**src/rtl/fence_sequencer_if.sv**
```systemverilog
// fence_sequencer_if
//   Bundles the trap-path request, memory-subsystem status and sequencer
//   output strobes of fence_sequencer.
//   slave  : the sequencer side (consumes IN_*, drives OUT_*)
//   master : the environment side (drives IN_*, observes OUT_*)
interface fence_sequencer_if;
    logic       IN_fenceReq;
    logic [1:0] IN_fenceKind;
    logic       IN_sqEmpty;
    logic       IN_MEM_busy;
    logic       OUT_memFence;
    logic       OUT_clearICache;
    logic       OUT_flushTLB;
    logic       OUT_disableIFetch;
    logic       OUT_busy;
    logic       OUT_done;
    logic       OUT_overlapErr;
    logic       OUT_timeout;

    modport slave (
        input  IN_fenceReq, IN_fenceKind, IN_sqEmpty, IN_MEM_busy,
        output OUT_memFence, OUT_clearICache, OUT_flushTLB, OUT_disableIFetch,
               OUT_busy, OUT_done, OUT_overlapErr, OUT_timeout
    );

    modport master (
        output IN_fenceReq, IN_fenceKind, IN_sqEmpty, IN_MEM_busy,
        input  OUT_memFence, OUT_clearICache, OUT_flushTLB, OUT_disableIFetch,
               OUT_busy, OUT_done, OUT_overlapErr, OUT_timeout
    );
endinterface

```
**src/rtl/fence_sequencer.sv**
```systemverilog
// fence_sequencer
//   Sequences the side effects of committed FENCE / FENCE.I / SFENCE.VMA:
//   drain store queue, memory fence pulse, wait for memory idle, then ICache
//   invalidate or TLB flush, then a one-cycle done pulse. Fetch is disabled
//   for the whole sequence.
// Ports
//   clk  : clock
//   rst  : asynchronous, active-high reset
//   bus  : fence_sequencer_if.slave
//          IN_fenceReq/IN_fenceKind  request pulse and kind (3 treated as FENCE)
//          IN_sqEmpty, IN_MEM_busy   wait conditions
//          OUT_memFence, OUT_clearICache, OUT_flushTLB  side-effect strobes
//          OUT_disableIFetch, OUT_busy, OUT_done        sequence status
//          OUT_overlapErr            request dropped while busy (next cycle)
//          OUT_timeout               sticky wait-state timeout flag
module fence_sequencer #(
    parameter int unsigned TIMEOUT_CYCLES      = 1024,
    parameter int unsigned ICACHE_FLUSH_CYCLES = 4
) (
    input  logic               clk,
    input  logic               rst,
    fence_sequencer_if.slave   bus
);
    localparam int unsigned TO_W = $clog2(TIMEOUT_CYCLES + 1);
    localparam int unsigned IC_W = (ICACHE_FLUSH_CYCLES > 1) ? $clog2(ICACHE_FLUSH_CYCLES) : 1;
    localparam logic [TO_W-1:0] TO_MAX  = TO_W'(TIMEOUT_CYCLES);
    localparam logic [TO_W-1:0] TO_LAST = TO_W'(TIMEOUT_CYCLES - 1);
    localparam logic [IC_W-1:0] IC_LOAD = IC_W'(ICACHE_FLUSH_CYCLES - 1);

    typedef enum logic [2:0] {
        IDLE, DRAIN_SQ, MEM_FENCE, WAIT_MEM, INV_IC, TLB, DONE
    } state_t;

    typedef enum logic [1:0] {
        K_FENCE, K_FENCEI, K_SFENCE
    } kind_t;

    state_t          state, stateNext;
    kind_t           kindQ, kindNext;
    logic [TO_W-1:0] toCnt, toCntNext;
    logic [IC_W-1:0] icCnt, icCntNext;
    logic            timeoutQ, timeoutNext;
    logic            overlapQ, overlapNext;
    logic            toHit;
    logic            waitEntry;

    always_ff @(posedge clk or posedge rst) begin
        if (rst) begin
            state    <= IDLE;
            kindQ    <= K_FENCE;
            toCnt    <= '0;
            icCnt    <= '0;
            timeoutQ <= 1'b0;
            overlapQ <= 1'b0;
        end else begin
            state    <= stateNext;
            kindQ    <= kindNext;
            toCnt    <= toCntNext;
            icCnt    <= icCntNext;
            timeoutQ <= timeoutNext;
            overlapQ <= overlapNext;
        end
    end

    // The counter reaches TIMEOUT_CYCLES on the edge that ends this cycle,
    // so the exit is taken here rather than one cycle later.
    assign toHit     = (toCnt >= TO_LAST);
    // Counter is zeroed on entry, so zero marks the WAIT_MEM entry cycle.
    assign waitEntry = (toCnt == '0);

    always_comb begin
        stateNext   = state;
        kindNext    = kindQ;
        toCntNext   = (toCnt != TO_MAX) ? toCnt + TO_W'(1) : toCnt;
        icCntNext   = icCnt;
        timeoutNext = timeoutQ;
        overlapNext = bus.IN_fenceReq && (state != IDLE);

        case (state)
            IDLE: begin
                if (bus.IN_fenceReq) begin
                    case (bus.IN_fenceKind)
                        2'd1:    kindNext = K_FENCEI;
                        2'd2:    kindNext = K_SFENCE;
                        default: kindNext = K_FENCE;
                    endcase
                    stateNext = DRAIN_SQ;
                    toCntNext = '0;
                end
            end
            DRAIN_SQ: begin
                if (bus.IN_sqEmpty || toHit) begin
                    if (!bus.IN_sqEmpty) timeoutNext = 1'b1;
                    if (kindQ == K_SFENCE) begin
                        stateNext = WAIT_MEM;
                        toCntNext = '0;
                    end else begin
                        stateNext = MEM_FENCE;
                    end
                end
            end
            MEM_FENCE: begin
                stateNext = WAIT_MEM;
                toCntNext = '0;
            end
            WAIT_MEM: begin
                if (!waitEntry && (!bus.IN_MEM_busy || toHit)) begin
                    if (bus.IN_MEM_busy) timeoutNext = 1'b1;
                    case (kindQ)
                        K_FENCEI: begin
                            stateNext = INV_IC;
                            icCntNext = IC_LOAD;
                        end
                        K_SFENCE: stateNext = TLB;
                        default:  stateNext = DONE;
                    endcase
                end
            end
            INV_IC: begin
                if (icCnt == '0) stateNext = DONE;
                else             icCntNext = icCnt - IC_W'(1);
            end
            TLB:     stateNext = DONE;
            DONE:    stateNext = IDLE;
            default: stateNext = IDLE;
        endcase
    end

    assign bus.OUT_memFence      = (state == MEM_FENCE);
    assign bus.OUT_clearICache   = (state == INV_IC);
    assign bus.OUT_flushTLB      = (state == TLB);
    assign bus.OUT_busy          = (state != IDLE);
    assign bus.OUT_disableIFetch = (state != IDLE);
    assign bus.OUT_done          = (state == DONE);
    assign bus.OUT_overlapErr    = overlapQ;
    assign bus.OUT_timeout       = timeoutQ;
endmodule
```
**src/flat_wrapper.sv**
```systemverilog
// flat-port wrapper written by rule: the top's interface ports become plain ports
module fence_sequencer_flat 
#(
    parameter int unsigned TIMEOUT_CYCLES      = 1024,
    parameter int unsigned ICACHE_FLUSH_CYCLES = 4
)
  (clk, rst, bus_IN_fenceReq, bus_IN_fenceKind, bus_IN_sqEmpty, bus_IN_MEM_busy, bus_OUT_memFence, bus_OUT_clearICache, bus_OUT_flushTLB, bus_OUT_disableIFetch, bus_OUT_busy, bus_OUT_done, bus_OUT_overlapErr, bus_OUT_timeout);
  fence_sequencer_if bus_i ();
  input  logic clk;
  input  logic rst;
  input wire logic [$bits(bus_i.IN_fenceReq)-1:0] bus_IN_fenceReq;
  input wire logic [$bits(bus_i.IN_fenceKind)-1:0] bus_IN_fenceKind;
  input wire logic [$bits(bus_i.IN_sqEmpty)-1:0] bus_IN_sqEmpty;
  input wire logic [$bits(bus_i.IN_MEM_busy)-1:0] bus_IN_MEM_busy;
  output wire logic [$bits(bus_i.OUT_memFence)-1:0] bus_OUT_memFence;
  output wire logic [$bits(bus_i.OUT_clearICache)-1:0] bus_OUT_clearICache;
  output wire logic [$bits(bus_i.OUT_flushTLB)-1:0] bus_OUT_flushTLB;
  output wire logic [$bits(bus_i.OUT_disableIFetch)-1:0] bus_OUT_disableIFetch;
  output wire logic [$bits(bus_i.OUT_busy)-1:0] bus_OUT_busy;
  output wire logic [$bits(bus_i.OUT_done)-1:0] bus_OUT_done;
  output wire logic [$bits(bus_i.OUT_overlapErr)-1:0] bus_OUT_overlapErr;
  output wire logic [$bits(bus_i.OUT_timeout)-1:0] bus_OUT_timeout;
  assign bus_i.IN_fenceReq = bus_IN_fenceReq;
  assign bus_i.IN_fenceKind = bus_IN_fenceKind;
  assign bus_i.IN_sqEmpty = bus_IN_sqEmpty;
  assign bus_i.IN_MEM_busy = bus_IN_MEM_busy;
  assign bus_OUT_memFence = bus_i.OUT_memFence;
  assign bus_OUT_clearICache = bus_i.OUT_clearICache;
  assign bus_OUT_flushTLB = bus_i.OUT_flushTLB;
  assign bus_OUT_disableIFetch = bus_i.OUT_disableIFetch;
  assign bus_OUT_busy = bus_i.OUT_busy;
  assign bus_OUT_done = bus_i.OUT_done;
  assign bus_OUT_overlapErr = bus_i.OUT_overlapErr;
  assign bus_OUT_timeout = bus_i.OUT_timeout;
  fence_sequencer #(.TIMEOUT_CYCLES(TIMEOUT_CYCLES), .ICACHE_FLUSH_CYCLES(ICACHE_FLUSH_CYCLES)) u_core (.clk(clk), .rst(rst), .bus(bus_i));
endmodule
```
**config.mk**
```make
export PLATFORM = sky130hd
export DESIGN_NAME = fence_sequencer_flat
export DESIGN_NICKNAME = d
export VERILOG_FILES = /design/src/rtl/fence_sequencer_if.sv /design/src/rtl/fence_sequencer.sv /design/src/flat_wrapper.sv
export SDC_FILE = /design/constraint.sdc
export NUM_CORES = 1
export LEC_CHECK = 0
export ABC_AREA = 1
export BUFFER_PORTS_ARGS = -buffer_cell sky130_fd_sc_hd__buf_4
export CORE_MARGIN = 2
export CORE_UTILIZATION = 55
export CTS_CLUSTER_SIZE = 16
export DETAILED_ROUTE_END_ITERATION = 10
export MAX_ROUTING_LAYER = met4
export PLACE_DENSITY = 0.76
export SETUP_SLACK_MARGIN = 0.05
export SKIP_CTS_REPAIR_TIMING = 1
export SLEW_MARGIN = 20
export SYNTH_ARGS = -nofsm -noshare
export SYNTH_HDL_FRONTEND = slang
export SYNTH_SLANG_ARGS = --single-unit
```
**constraint.sdc**
```tcl
create_clock -name clk -period 2.5 [get_ports clk]
set_input_delay 0.125 -clock clk [delete_from_list [all_inputs] [get_ports clk]]
set_output_delay 0.125 -clock clk [all_outputs]
set_load 0.01 [all_outputs]
```
==> results.txt, run 1 <==
----------------------------------------------------
[Finish]
  Most common cell after layout, fill and taps aside ... sky130_fd_sc_hd__nand2_1
  Fill count ... 188
  Final instance area ... between 0.001 and 0.0015 mm2
  Fin nets ... 194
  Layout Area Growth over Synthesis ... 9.58%
  Top library cells by usage in the layout, fill and taps aside ... sky130_fd_sc_hd__nand2_1 (33), sky130_fd_sc_hd__inv_1 (26), sky130_fd_sc_hd__dfrtp_1 (20)
  Number of inserted diodes ... 0
  Utilization of the core after routing ... 0.654
  Fraction of final layout cells sized beyond drive strength 1 ... 0.244

[Power and ir drop]
  Internal power ... 0.750 mW
  Total power consumption of the routed design ... roughly 1.4 mW
  Power share of the sequential group ... 0.367
  Standby leakage power ... 0.686 nW
  Logic gate share of total power ... 0.526
  Proportion of total power due to net switching ... 0.460
  Power per Cell Area ... about 940 mW/mm2
  Portion of total power attributed to the clock network ... 0.107
  P_sw ... 0.639 mW
  Maximum vdd ir drop ... 0.709 mV

[GRT]
  Vias in the first global route ... 1,036
  Initial antenna violation count ... 0
  Global-route wire length before repair ... 4.13 mm
  Maximum number of pins on one net before global-route repair ... 21
  Total routing usage reported by global routing ... 0.206
  Gr ovfl total ... 0

[Worst setup path]
  Crit Path Max Fanout ... 13
  Critical path data arrival time ... a little under 2000 ps
  Critical path class ... reg2reg
  Critical Path Sink Type ... register
  Count of buffering cells on the critical path with inverters included ... 0
  Type of element launching the critical path ... register
  R2R depth ... 9
  Cell depth of the worst setup path ... 9
  Worst path most repeated cell ... sky130_fd_sc_hd__nand2_1
  Setup slack on the worst flop-to-flop path ... 710 ps
  Worst path max stage delay ... 410 ps
  CP required ... approximately 2700 ps
  Critical register-to-register path startpoint ... u_core.toCnt[0]$_DFF_PP0_
  Terminus of the critical flop-to-flop path ... u_core.state[2]$_DFFE_PP0P_
  Cell-by-cell trace of the critical path ... ha_1 > nand2_1 > nor2_2 > nand3_1 > nand4_2 > nand2_2 > nor2_2 > nand2_1 > nand2_1
  Timing startpoint of the critical path ... u_core.toCnt[0]$_DFF_PP0_
  Slowest cell on crit path ... sky130_fd_sc_hd__dfrtp_1
  Timing endpoint of the critical path ... u_core.state[2]$_DFFE_PP0P_
  Cell type group with the largest total delay on the critical path ... simple AND/OR/NAND/NOR gates

[Outcome]
  Violations in the final reports ... negative hold slack
  Result of the run ... finished with violations

[Floorplan]
  Die W ... 53.5 um
  Row cnt ... 17
  Area of the core ... 0.00225 mm2
  Initial Utilization ... 0.597
  Die area ... 0.00286 mm2
  Die Y-Extent ... between 50 and 60 um
  Ports placed on the boundary ... 15

[Yosys]
  Mux cell area share after synthesis ... 0.00744
  Syn Std Cell Area ... about 0.0013 mm2
  Xor/xnor share of the synthesized area ... 0.0521
  Net count of the mapped netlist ... 179
  Post-synthesis adder-cell area fraction ... 0.0465
  Part of the Yosys area used for sequential elements ... 0.372
  Compound-Gate Fraction of Synth Area ... 0.111
  Mean Syn Cell Area ... between 8 and 9 um2
  Yosys warning total ... 0
  Area share of and/or/nand/nor cells after synthesis ... 0.300
  Number of unique standard cell types used by synthesis ... 31
  Combinational family with the most area after synthesis ... simple AND/OR/NAND/NOR gates
  Seq cells post-synth ... 20
  Number of cells produced by synthesis ... ~170

[STA]
  Final Skew ... 4.90 ps
  RSZ-0062 raised after global routing ... no
  Max_slew headroom ... 0.492
  Fin crit share ... 0.718
  Total count of max-transition violations in the final report ... 0
  Worst slew pin tran ... 762 ps
  Final TNS setup ... 0 ps
  Hold Slack ... -43.0 ps
  Finish-stage setup viols ... 0
  Fmax achieved ... 0.557 GHz
  Post-layout min period ... about 1800 ps
  Fin. Hold Viols ... 20

[Drt]
  Initial drt markers ... 22
  Number of vias per cell ... 5.27
  Post-DRT Antenna Nets ... 0
  Remaining routing DRC violations ... 0
  First-pass detailed-route iteration total ... 4
  Vias ... roughly 1,100
  Final WL ... 2.39 mm
  Wire length per cell after detailed routing ... 11.5 um

[Hold path]
  Worst hold path type ... in2async

[Clock network]
  H-tree Lvls ... 1
  Clk sinks ... 20
  Worst-Skew Late Latency ... approximately 290 ps
  TritonCTS Buffers ... 3
  Maximum buffer depth of the clock tree ... 2
  CTS tree ... done
  Clock slew seen by the registers of the worst setup and hold paths ... 110 ps
  Clk root buf ... sky130_fd_sc_hd__clkbuf_4

[Placed design]
  Port-buffer cells ... 14
  Area of placed instances ... 0.00145 mm2
  RePlAce Congestion ... 0.930
  Hpwl dp ... 1.88 mm

[Run]
  Number of maximum-capacitance violations ... 0

----------------------------------------------------
power groups by stage:
| stage | registers (mW) | clock network, mW | logic (mW) |
|---|---|---|---|
| global placement | 0.510 | 0 | 0.717 |
| CTS | 0.507 | 0.156 | 0.740 |
| finish | 0.509 | 0.149 | 0.731 |
| global route | 0.523 | 0.171 | 0.829 |
| floorplan | 0.479 | 0 | 0.627 |
| detailed placement | 0.515 | 0 | 0.734 |
kinds of logic after synthesis:
family / after synthesis
simple gates: 78
buf+inv: 34
compound gates: 21
flops: 20
xor+xnor: 8
fa+ha+maj: 5
mux: 1
cells in the mapped netlist, drive strengths merged:
| library cell | instances | area [um2] |
|---|---|---|
| nand2 | 37 | 154 |
| inv | 30 | 115 |
| nor2 | 21 | 91.3 |
| dfrtp | 20 | 500 |
| a21oi | 13 | 91.3 |
| nand3 | 9 | 50.1 |
| xor2 | 8 | 70.1 |
| nor3 | 6 | 57.6 |
| ha | 5 | 62.6 |
| o21ai | 5 | 28.8 |
| buf | 4 | 33.8 |
| nand4 | 3 | 25.0 |
| mux2i | 1 | 10.0 |
| nand3b | 1 | 20.0 |
| o2111a | 1 | 12.5 |
| o21bai | 1 | 7.51 |
| o221ai | 1 | 8.76 |
| or2 | 1 | 6.26 |
flip-flops by register name, indices dropped and copies added (netlist names):
signal,count
u_core.kindQ,2
u_core.bus.OUT_timeout,1
u_core.toCnt,11
u_core.icCnt,2
u_core.bus.OUT_overlapErr,1
u_core.state,3
how the worst min path moves through the flow:
| stage | slack, ps | start | to |
|---|---|---|---|
| 6_report | -40 | rst | u_core.state[0]$_DFFE_PP0P_ |
| 5_1_grt | 30 | rst | u_core.toCnt[1]$_DFF_PP0_ |
| 4_1_cts | -20 | rst | u_core.state[0]$_DFFE_PP0P_ |
| 3_5_place_dp | 320 | rst | u_core.toCnt[1]$_DFF_PP0_ |
| 3_3_place_gp | 300 | rst | u_core.kindQ[0]$_DFFE_PP0P_ |
| 2_1_floorplan | 90 | rst | u_core.bus.OUT_overlapErr$_DFF_PP0_ |
layer usage:
metal,track usage,share of wire
met1,0.231,0.46
met2,0.364,0.50
met3,0.0254,0.028
met4,0.0940,0.014
met5,-,0
area by class of cell:
class / count / area, um2 / area share
Sequential cell: 20 / 500 / 0.340
Inverter: 30 / 115 / 0.0781
Multi-Input combinational cell: 113 / 696 / 0.472
Timing Repair Buffer: 14 / 105 / 0.0713
Tap cell: 28 / 35.0 / 0.0238
Clock buffer: 3 / 22.5 / 0.0153
metrics by stage:
| step | setup WS [ps] | std cells |
|---|---|---|
| 3_3_place_gp | 763 | 205 |
| 2_1_floorplan | 1100 | 167 |
| 3_5_place_dp | 705 | 205 |
| 5_1_grt | 568 | 208 |
| 6_report | 705 | 208 |
| 4_1_cts | 691 | 208 |
Note: power is estimated with default switching activity, not from simulation.
==> run 2: changes to the inputs <==
clock period = 1.7 ns   (was 2.5 ns; I/O delays follow)
==> results.txt, run 2 (synthesis gave the netlist of run 1 again) <==
----------------------------------------------------
[Outcome]
  Result of the run ... finished, final reports clean

[STA]
  Finish-stage setup viols ... 0
  Fin crit share ... 0.921
  Worst slew pin tran ... 315 ps
  Fin. Hold Viols ... 0
  Post-layout min period ... 1570 ps
  RSZ-0062 raised after global routing ... yes
  Fmax achieved ... 0.639 GHz
  Final Skew ... approximately 1.2 ps
  Min setup slack post-route ... 135 ps
  Total count of max-transition violations in the final report ... 0
  Max_slew headroom ... 0.789
  Final TNS setup ... 0 ps

[Clock network]
  Clk root buf ... sky130_fd_sc_hd__clkbuf_4
  CTS tree ... done
  Worst-Skew Late Latency ... 290 ps
  Clk sinks ... 20
  Clock slew seen by the registers of the worst setup and hold paths ... 100 ps
  H-tree Lvls ... 1
  TritonCTS Buffers ... 3
  Maximum buffer depth of the clock tree ... 2

[Drt]
  First-pass detailed-route iteration total ... 4
  Number of vias per cell ... around 5.3
  Post-DRT Antenna Nets ... 0
  Wire length per cell after detailed routing ... about 12 um
  Initial drt markers ... 15
  Remaining routing DRC violations ... 0
  Vias ... 1,125
  Final WL ... 2.54 mm

[Finish]
  Register with the most flip-flops ... u_core.toCnt
  Layout Area Growth over Synthesis ... 16.7%
  Final instance area ... 0.00157 mm2
  Most common cell after layout, fill and taps aside ... sky130_fd_sc_hd__nand2_1
  Number of inserted diodes ... 0
  Regs by FF count ... u_core.toCnt x11, u_core.state x3
  Fraction of final layout cells sized beyond drive strength 1 ... 0.280
  Fin nets ... 200
  Footprint of the multi-input gates ... 732 um2
  Top library cells by usage in the layout, fill and taps aside ... sky130_fd_sc_hd__nand2_1 (33), sky130_fd_sc_hd__inv_1 (26), sky130_fd_sc_hd__dfrtp_1 (20)
  Fill count ... 195
  Largest register FFs ... 11
  FF/Latch Area ... around 500 um2

[Worst setup path]
  Critical path data arrival time ... 1740 ps
  Critical path class ... reg2reg
  Crit Path Max Fanout ... 3
  Type of element launching the critical path ... register
  Critical Path Sink Type ... register
  CP required ... 1880 ps
  R2R depth ... 9

[Power and ir drop]
  P_sw ... 0.982 mW
  Internal power ... 1.17 mW
  Logic gate share of total power ... 0.568
  Total power consumption of the routed design ... 2.15 mW
  Standby leakage power ... roughly 0.72 nW
  Power per Cell Area ... 1370 mW/mm2
  Proportion of total power due to net switching ... 0.456
  Portion of total power attributed to the clock network ... 0.102
  Maximum vdd ir drop ... roughly 1.2 mV
  Power share of the sequential group ... 0.331

[GRT]
  Initial antenna violation count ... 0
  Gr ovfl total ... 0
  Vias in the first global route ... 1,075
  Total routing usage reported by global routing ... 0.220
  Maximum number of pins on one net before global-route repair ... 21
  Global-route wire length before repair ... 4.46 mm

[Placed design]
  Setup slack at placement ... approximately 4.8 ps
  RePlAce Congestion ... 0.868
  Port-buffer cells ... 14
  Hpwl dp ... 2.01 mm
  Area of placed instances ... about 0.0015 mm2

[Hold path]
  Cell depth of the worst min-delay path ... 3
  Worst hold path type ... in2reg

[Run]
  Number of maximum-capacitance violations ... 0

[Floorplan]
  Row cnt ... 17
  Die area ... 0.00286 mm2
  Initial Utilization ... 0.597
  Ports placed on the boundary ... 15
  Area of the core ... 0.00225 mm2
  Die W ... about 53 um
  Die Y-Extent ... 53.5 um

----------------------------------------------------
## run 2: cell count changes in the layout (fill, tap and decap cells not counted), sizes merged
cell,change
buf,+5
dlygate4sd3,+1
## run 2: path summary, 6_finish.rpt
| check | startpoint | endpoint | slack (ps) |
|---|---|---|---|
| max | u_core.toCnt[0]$_DFF_PP0_ | u_core.toCnt[1]$_DFF_PP0_ | 130 |
| min | bus_IN_fenceKind[1] | u_core.kindQ[1]$_DFFE_PP0P_ | 30 |
| min in group asynchronous | rst | u_core.kindQ[0]$_DFFE_PP0P_ | 360 |
| max in group asynchronous | rst | u_core.toCnt[4]$_DFF_PP0_ | 1130 |
| min reg2reg | u_core.icCnt[1]$_DFFE_PP0P_ | u_core.icCnt[1]$_DFFE_PP0P_ | 490 |
| max reg2reg | u_core.toCnt[0]$_DFF_PP0_ | u_core.toCnt[1]$_DFF_PP0_ | 130 |
## run 2: power groups by stage
stage          clock (mW)  sequential, mW  combinational [mW]
2_1_floorplan           0           0.705               0.922
3_3_place_gp            0           0.716                1.16
3_5_place_dp            0           0.719                1.19
4_1_cts             0.227           0.711                1.19
5_1_grt             0.243           0.729                1.39
6_report            0.219           0.712                1.22
## run 2: layout make-up
class                           instances  share of cell area
Clock buffer                            3              0.0143
Sequential cell                        20               0.319
Inverter                               30              0.0733
Timing Repair Buffer                   20               0.105
Tap cell                               28              0.0223
Multi-Input combinational cell        113               0.466
## run 2: routing by layer
metal / vias to the layer above / global-route usage / wire length (um)
met3: 7 / 0.0282 / 88
met4: 0 / 0.0812 / 52
li1: 564 / - / -
met5: - / - / 0
met2: 34 / 0.395 / 1290
met1: 520 / 0.247 / 1110
## run 2: stage by stage
step / instances / hold slack, ps / utilization
after global routing: 214 / 43.0 / 0.696
final: 214 / 32.8 / 0.696
after detailed placement: 210 / 133 / 0.666
after global placement: 210 / 134 / 0.666
after floorplan: 167 / 48.8 / -
after CTS: 213 / -196 / 0.676
## run 2: critical path, cell delays in order, from the launching register on
cell and delay [ps]:
sky130_fd_sc_hd__dfrtp_1 420, sky130_fd_sc_hd__inv_1 100, sky130_fd_sc_hd__ha_1 160, sky130_fd_sc_hd__nand4_1 150, sky130_fd_sc_hd__nor2_4 170, sky130_fd_sc_hd__nand2_1 100
sky130_fd_sc_hd__nor2_2 140, sky130_fd_sc_hd__nand2_1 70, sky130_fd_sc_hd__o21ai_0 80, sky130_fd_sc_hd__a21oi_1 60
